$ cat src/rtl/alu_pkg.sv
// Shared ALU definitions: opcode type and opcode encodings used by the
// decoder-facing ALU and its sub-blocks.
package alu_pkg;

  typedef logic [2:0] opcode_t;

  localparam opcode_t OP_ADD  = 3'b000;
  localparam opcode_t OP_SLL  = 3'b001;
  localparam opcode_t OP_SLT  = 3'b010;
  localparam opcode_t OP_SLTU = 3'b011;
  localparam opcode_t OP_XOR  = 3'b100;
  localparam opcode_t OP_SRL  = 3'b101;
  localparam opcode_t OP_OR   = 3'b110;
  localparam opcode_t OP_AND  = 3'b111;

endpackage

$ cat src/rtl/alu_shifter.sv
// Combinational barrel shifter for SLL / SRL / SRA. dir=0 shifts left,
// dir=1 shifts right; arith selects sign fill on right shifts only.
module alu_shifter #(
  parameter int WIDTH = 32,
  parameter int SHW   = $clog2(WIDTH)
) (
  input  logic [WIDTH-1:0] i_data,
  input  logic [SHW-1:0]   i_amount,
  input  logic             i_dir,
  input  logic             i_arith,
  output logic [WIDTH-1:0] o_result
);

  logic signed [WIDTH-1:0] w_data_s;

  assign w_data_s = i_data;

  // Select shift direction and fill; left shifts ignore arith.
  always_comb begin
    o_result = i_data;
    if (!i_dir) begin
      o_result = i_data << i_amount;
    end else if (i_arith) begin
      o_result = w_data_s >>> i_amount;
    end else begin
      o_result = i_data >> i_amount;
    end
  end

endmodule

$ cat src/rtl/alu.sv
// 32-bit integer ALU with registered result and branch compare flags.
// Everything is computed combinationally and captured on the rising edge,
// giving one cycle of latency at one operation per cycle.
module alu
  import alu_pkg::*;
#(
  parameter int WIDTH = 32
) (
  input  logic             clk,
  input  logic             rst_n,
  input  logic [WIDTH-1:0] DataA,
  input  logic [WIDTH-1:0] DataB,
  input  opcode_t          Opcode,
  input  logic             ALUSel,
  output logic [WIDTH-1:0] ALU_out,
  output logic             Zero,
  output logic             BGT,
  output logic             BLT
);

  localparam int SHW = $clog2(WIDTH);

  logic signed [WIDTH-1:0] w_a_s;
  logic signed [WIDTH-1:0] w_b_s;
  logic [WIDTH-1:0]        w_addsub;
  logic [WIDTH-1:0]        w_shift;
  logic                    w_lt_s;
  logic                    w_gt_s;
  logic                    w_lt_u;
  logic                    w_shift_arith;
  logic [WIDTH-1:0]        w_result;

  logic [WIDTH-1:0]        r_result;
  logic                    r_zero;
  logic                    r_bgt;
  logic                    r_blt;

  assign w_a_s = DataA;
  assign w_b_s = DataB;

  // Signed compares feed both SLT and the branch flags; the flags ignore
  // Opcode entirely so the branch unit can use them on any instruction.
  assign w_lt_s = (w_a_s < w_b_s);
  assign w_gt_s = (w_a_s > w_b_s);
  assign w_lt_u = (DataA < DataB);

  // Single adder path, subtract selected by ALUSel; wraps modulo 2^WIDTH.
  assign w_addsub = ALUSel ? (DataA - DataB) : (DataA + DataB);

  // Only the SRL slot honours ALUSel as the arithmetic-fill select.
  assign w_shift_arith = ALUSel && (Opcode == OP_SRL);

  alu_shifter #(
    .WIDTH (WIDTH),
    .SHW   (SHW)
  ) u_shifter (
    .i_data   (DataA),
    .i_amount (DataB[SHW-1:0]),
    .i_dir    (Opcode != OP_SLL),
    .i_arith  (w_shift_arith),
    .o_result (w_shift)
  );

  // Result mux: every opcode maps to a defined value.
  always_comb begin
    w_result = '0;
    case (Opcode)
      OP_ADD:  w_result = w_addsub;
      OP_SLL:  w_result = w_shift;
      OP_SLT:  w_result = {{(WIDTH-1){1'b0}}, w_lt_s};
      OP_SLTU: w_result = {{(WIDTH-1){1'b0}}, w_lt_u};
      OP_XOR:  w_result = DataA ^ DataB;
      OP_SRL:  w_result = w_shift;
      OP_OR:   w_result = DataA | DataB;
      OP_AND:  w_result = DataA & DataB;
      default: w_result = '0;
    endcase
  end

  // Output register; reset clears result and all flags, including Zero.
  always_ff @(posedge clk or negedge rst_n) begin
    if (!rst_n) begin
      r_result <= '0;
      r_zero   <= 1'b0;
      r_bgt    <= 1'b0;
      r_blt    <= 1'b0;
    end else begin
      r_result <= w_result;
      r_zero   <= (w_result == '0);
      r_bgt    <= w_gt_s;
      r_blt    <= w_lt_s;
    end
  end

  assign ALU_out = r_result;
  assign Zero    = r_zero;
  assign BGT     = r_bgt;
  assign BLT     = r_blt;

endmodule

$ cat config.mk
export PLATFORM = sky130hd
export DESIGN_NAME = alu
export DESIGN_NICKNAME = d
export VERILOG_FILES = /design/src/rtl/alu_pkg.sv /design/src/rtl/alu_shifter.sv /design/src/rtl/alu.sv
export SDC_FILE = /design/constraint.sdc
export NUM_CORES = 1
export LEC_CHECK = 0
export CAP_MARGIN = 20
export CORE_MARGIN = 1
export CORE_UTILIZATION = 55
export CTS_BUF_LIST = sky130_fd_sc_hd__clkbuf_8
export CTS_CLUSTER_DIAMETER = 80
export CTS_CLUSTER_SIZE = 16
export DETAILED_ROUTE_END_ITERATION = 12
export PLACE_DENSITY_LB_ADDON = 0.3
export RECOVER_POWER = 100
export SLEW_MARGIN = 20
export SYNTH_ARGS = -nofsm -noshare
export SYNTH_HDL_FRONTEND = slang
export SYNTH_SLANG_ARGS = --single-unit
$ cat constraint.sdc
create_clock -name clk -period 1.3 [get_ports clk]
set_clock_uncertainty 0.2 [all_clocks]
set_input_delay 0.39 -clock clk [delete_from_list [all_inputs] [get_ports clk]]
set_output_delay 0.39 -clock clk [all_outputs]
set_load 0.02 [all_outputs]
==> run summary, run 1 <==
By count the netlist is led by 137 x sky130_fd_sc_hd__nor2_1, 128 x sky130_fd_sc_hd__nand2_1, 114 x sky130_fd_sc_hd__inv_1, 107 x sky130_fd_sc_hd__a21oi_1, 97 x sky130_fd_sc_hd__ha_1. During synthesis, Yosys emitted a total of 0 warnings. The floorplan step set the die height to 140 µm. The most common cell in the synthesized netlist is sky130_fd_sc_hd__nor2_1. The combined area of all synthesized cells is 0.0104 mm², and the pre-CTS setup slack is -3.54 ns. The flow did not finish.

The die is 140 µm wide. Number of nets produced by synthesis: 1,596. In the post-synthesis netlist, the biggest area contributors are sky130_fd_sc_hd__ha_1 12%, sky130_fd_sc_hd__mux4_2 8.4%, sky130_fd_sc_hd__dfrtp_1 8.4%. Synthesis instantiated 94 different standard cells from the library. Counting the buffers created by CTS gives 5. In this run the count of I/O pins placed on the die edge is 105. The mean cell area of the mapped netlist was 7.32 µm²; the number of gates given a new drive strength after cts was 765.

The biggest area contributor in the post-synthesis netlist is sky130_fd_sc_hd__ha_1. The first error in the log reads "[ERROR DPL-0033] detailed placement checks failed during check placement". The detailed placer's ending HPWL is 44,400 µm, and the number of enable-type register cells in the synthesized netlist is 0. For the clock sink count, the log shows 35. The share of synthesized area in the top cell type comes to 11.6%. The count of state elements after synthesis is 35, and the quantity of I/O buffers inserted on ports is 104.

The initialized floorplan defines 50 standard-cell rows. The share of synthesized flip-flops with an asynchronous set or reset is 100%. The root buffer cell chosen for the clock tree is sky130_fd_sc_hd__clkbuf_8.

For the post-CTS setup-driven buffer insertion count, the log shows 111. The H-tree was split into 2 levels. The logs give 1,427 for the count of mapped cells out of synthesis and 2 for the maximum buffer depth of the clock tree. In the synthesized netlist the dominant register cell turns out to be sky130_fd_sc_hd__dfrtp_1.

Buffers inserted to repair hold after CTS numbered 0. The routability congestion estimate is 1.34. The flow stopped in clock tree synthesis (4_1_cts). For this run, the register share of the synthesized area comes to 8.39%. The run gives 56.0% as the starting density of the core.
==> per-stage QoR <==
step | area, µm² | cells
2_1_floorplan | 10900 | 1427
3_3_place_gp | 15700 | 2191
3_5_place_dp | 15700 | 2191
==> cell families after synthesis <==
family	synth area share, %
AOI/OAI and AO/OA	30.7
xor gates and xnor gates	1.68
adders and majority gates	12.0
buffers and inverters	9.31
DFF	8.39
muxes	17.6
and+or+nand+nor	20.4
==> run 2, diff against run 1 <==
CORE_UTILIZATION = 40   (was 55)
CTS_BUF_LIST = not set   (was sky130_fd_sc_hd__clkbuf_8)
CTS_CLUSTER_DIAMETER = not set   (was 80)
CTS_CLUSTER_SIZE = not set   (was 16)
PLACE_DENSITY_LB_ADDON = 0.15   (was 0.3)
==> run 2 against run 1 <==
The flow now finishes, with violations (negative setup slack). Synthesized cell count is the same. Area after synthesis unchanged.
==> run summary, run 2 <==
The synthesized netlist devotes 1.68% of its cell area to XOR and XNOR gates. Post-route standard cell area excluding fillers: 0.0197 mm². Traced cell by cell, the critical path runs through bufbuf_16, buf_4, mux2i_1, mux2i_1, buf_4, a22oi_1, o22ai_1, nor2_2, nand4_1, or4b_4, nor4b_4, nand4b_1, or4_4, nor4_4.

Counting flops with an async set or reset pin after synthesis yields a share of 100%. Setup repair after global routing could not meet its margin everywhere. The critical path runs through a total of 14 cells. The number of enable-type register cells in the synthesized netlist is 0, and the routability congestion estimate is 1.08.

The final reports fail on negative setup slack. The most frequently used cell type in the post-synthesis netlist is sky130_fd_sc_hd__nor2_1. For the max-slew violation count, the log shows 0.

Among all flip-flop cells after synthesis, the most frequent one is sky130_fd_sc_hd__dfrtp_1. Of the post-synthesis cell area, the dominant cell type holds 11.6%. The run finished, with violations left.

For this design, the sink count on the clock tree is 35. The maximum cell stage delay along the critical path is 0.58 ns. By area, the combinational part of the netlist is dominated by compound AO/OA/AOI/OAI gates. The tools report the number of clock buffers inserted by TritonCTS as 5. The initial antenna violation count is 2. The fraction of the cycle the final worst path needs was 305%; the number of global-route vias before repair was 15,361. Leaving out fill and tap cells, the most frequent cell in the layout is sky130_fd_sc_hd__buf_4. Ranked by instance count, the synthesized netlist is headed by 137 x sky130_fd_sc_hd__nor2_1, 128 x sky130_fd_sc_hd__nand2_1, 114 x sky130_fd_sc_hd__inv_1, 107 x sky130_fd_sc_hd__a21oi_1, 97 x sky130_fd_sc_hd__ha_1. Clock tree synthesis selected as its root buffer the cell sky130_fd_sc_hd__clkbuf_16.

The overall routing resource usage was 46.6%; the clock-pin slew reported for the worst setup and hold paths after clock tree synthesis was 0.06 ns. Most area-hungry cell type in the Yosys netlist: sky130_fd_sc_hd__ha_1. The synthesized-area fraction occupied by ao, oa, aoi and oai cells came out at 30.7%.

Global routing finished with a remaining overflow of 0. The tools report the number of warnings reported in the yosys synthesis log as 0. The tools report the category of the worst setup path launch point as a primary input. The worst hold path belongs to the class primary input to async pin. The register with the most flip-flops in the layout has 32 of them. Summing every instance area after synthesis gives 0.0104 mm². The top cell types in the final layout, fill and taps aside, are 611 x sky130_fd_sc_hd__buf_4, 139 x sky130_fd_sc_hd__buf_6, 121 x sky130_fd_sc_hd__nor2_1.

The worst max-slew margin expressed relative to the limit was 52.7%. The quantity of I/O buffers inserted on ports was 104; the per-cell via count in the routed design was 6.51. The net count of the finished layout is 2,318.

After detailed routing, the number of remaining DRC violations is 0. Counting both buffers and inverters, the worst setup path holds a total of 3. Entering global routing, the biggest net connects 36 pins.

The maximum achievable frequency is 252 MHz, and the routed wire length is 66,800 µm. In this run the horizontal extent of the chip is 164 µm. Endpoint kind of the worst setup timing path: a register.

The fraction of layout cells with a size suffix above 1 is 55.9%, and the number of vias in the routed layout is 16,169. From synthesis to final layout, the design area changed by 88.4%. TritonCTS built the clock tree.

The maximum vdd drop is 0.000934 V, and the number of optimization iterations in the first detailed-route pass is 5. Dividing the detail-routed wire length by the instance count gives 26.9 µm. After the first detailed-routing iteration, the DRC count stood at 2,450. The areal power density over the cells came out at 611 mW/mm².

After Yosys synthesis, and, or, nand and nor cells account for 20.4% of the synthesized area. The portion of synthesized area spent on multiplexers is 17.6%. The post-detailed-route count of antenna-violating nets came out at 0. Cell with the largest stage delay on the worst path: sky130_fd_sc_hd__or4b_4. The count of mapped cells out of synthesis is 1,427. The share of the Yosys chip area taken by registers is 8.39%. The run gives -2.67 ns as the final worst setup slack. Count of cell types in the netlist: 94. The worst setup path is of the primary input to register kind. The logs give 70 for the count of final setup violators and 58 for the number of rows created at floorplan.

The initial utilization of the core area, before any placement, comes to 41.1%. The die is 164 µm tall. After synthesis, the mean cell area works out to 7.32 µm². The number of failing hold endpoints at the final stage is 0, and the area enclosed by the die boundary is 0.0268 mm². The total core area is 0.0254 mm², and the data arrival at the endpoint of the critical path is 3.96 ns.

In this run the worst path has a maximum fanout of 7. The count of state elements after synthesis is 35, and the adder-cell share of the synthesized area is 12.0%. The first global-routing pass estimated 93,400 µm of wire.

The wire-length estimate of the detail-placed layout is 47,400 µm. The tools report the H-tree depth as 2. At the pin with the least slew margin, the transition time is 0.691 ns.

Once placement finished, the instance area stood at 0.0161 mm². Ranked by total cell area, the synthesized netlist is headed by sky130_fd_sc_hd__ha_1 12%, sky130_fd_sc_hd__mux4_2 8.4%, sky130_fd_sc_hd__dfrtp_1 8.4%. Shortest period the worst path allows: 3.97 ns. For the worst setup path, the data required time is 1.30 ns. Overall power consumption after layout is estimated at 12.0 mW.

For the number of violations of the max-capacitance limit, the log shows 0. Summed over all cells, the static leakage comes to 8.88 nW. The longest clock path from root to sink contains 2 buffers.

In the final timing run, aggregate negative setup slack is -60.08 ns. Among cell families on the critical path, the largest total delay comes from simple AND/OR/NAND/NOR gates. The number of top-level pins is 105, and the number of nets produced by synthesis is 1,596.
==> run 2: cell counts after synthesis <==
Identical to the previous run, type by type.
==> run 2: logic make-up after synthesis <==
logic type | Yosys count
xor+xnor | 20
flops | 35
compound gates | 473
fa+ha+maj | 99
buf+inv | 231
mux | 121
simple gates | 448
==> run 2: how the worst max path moves through the flow <==
stage / startpoint / endpoint / slack [ns]
floorplan: DataB[3] / Zero$_DFF_PN0_ / -2.66
global placement: DataA[0] / Zero$_DFF_PN0_ / -3.66
detailed placement: DataA[0] / Zero$_DFF_PN0_ / -3.79
CTS: DataB[0] / Zero$_DFF_PN0_ / -2.58
global route: DataA[8] / Zero$_DFF_PN0_ / -2.71
finish: DataB[1] / Zero$_DFF_PN0_ / -2.67
==> run 2: area by class of cell <==
cell class | instances | area, µm²
Multi-Input combinational cell | 1161 | 10600
Timing Repair Buffer | 829 | 7060
Fill cell | 1775 | 5730
Sequential cell | 35 | 876
Inverter | 117 | 524
Tap cell | 330 | 413
Clock buffer | 5 | 125
Clock inverter | 3 | 20.0
Antenna cell | 2 | 5.00
==> run 2: metrics by stage <==
stage	hold WS (ns)	util, %	std cells	worst slack (ns)
final	0.413	77.4	2482	-2.67
after global routing	0.467	77.4	2481	-2.71
after CTS	0.283	74.1	2438	-2.58
after detailed placement	0.577	63.3	2337	-3.79
after global placement	0.574	63.3	2337	-3.66
after floorplan	-0.106	-	1427	-2.66
==> run 2: per-layer routing <==
layer	global-route usage, %	share of wire [%]
met2	71.3	43
met3	11.8	13
met4	24.7	7.5
met5	0	0.013
met1	59.9	37
==> run 2: power breakdown <==
part	switching, mW	internal (mW)	total, mW
combinational	4.95	4.61	9.56
clock	0.463	0.705	1.17
sequential	0.0639	1.23	1.29
==> run 2: repair_timing <==
item / 4_1_cts / 5_1_grt
setup endpoints to repair: 70 / 70
buffers inserted: 101 / 55
hold buffers: 0 / 0
pin swaps: 129 / 94
resized for setup: 790 / 157
gates cloned: 4 / 1
(Power assumes the default switching activity.)
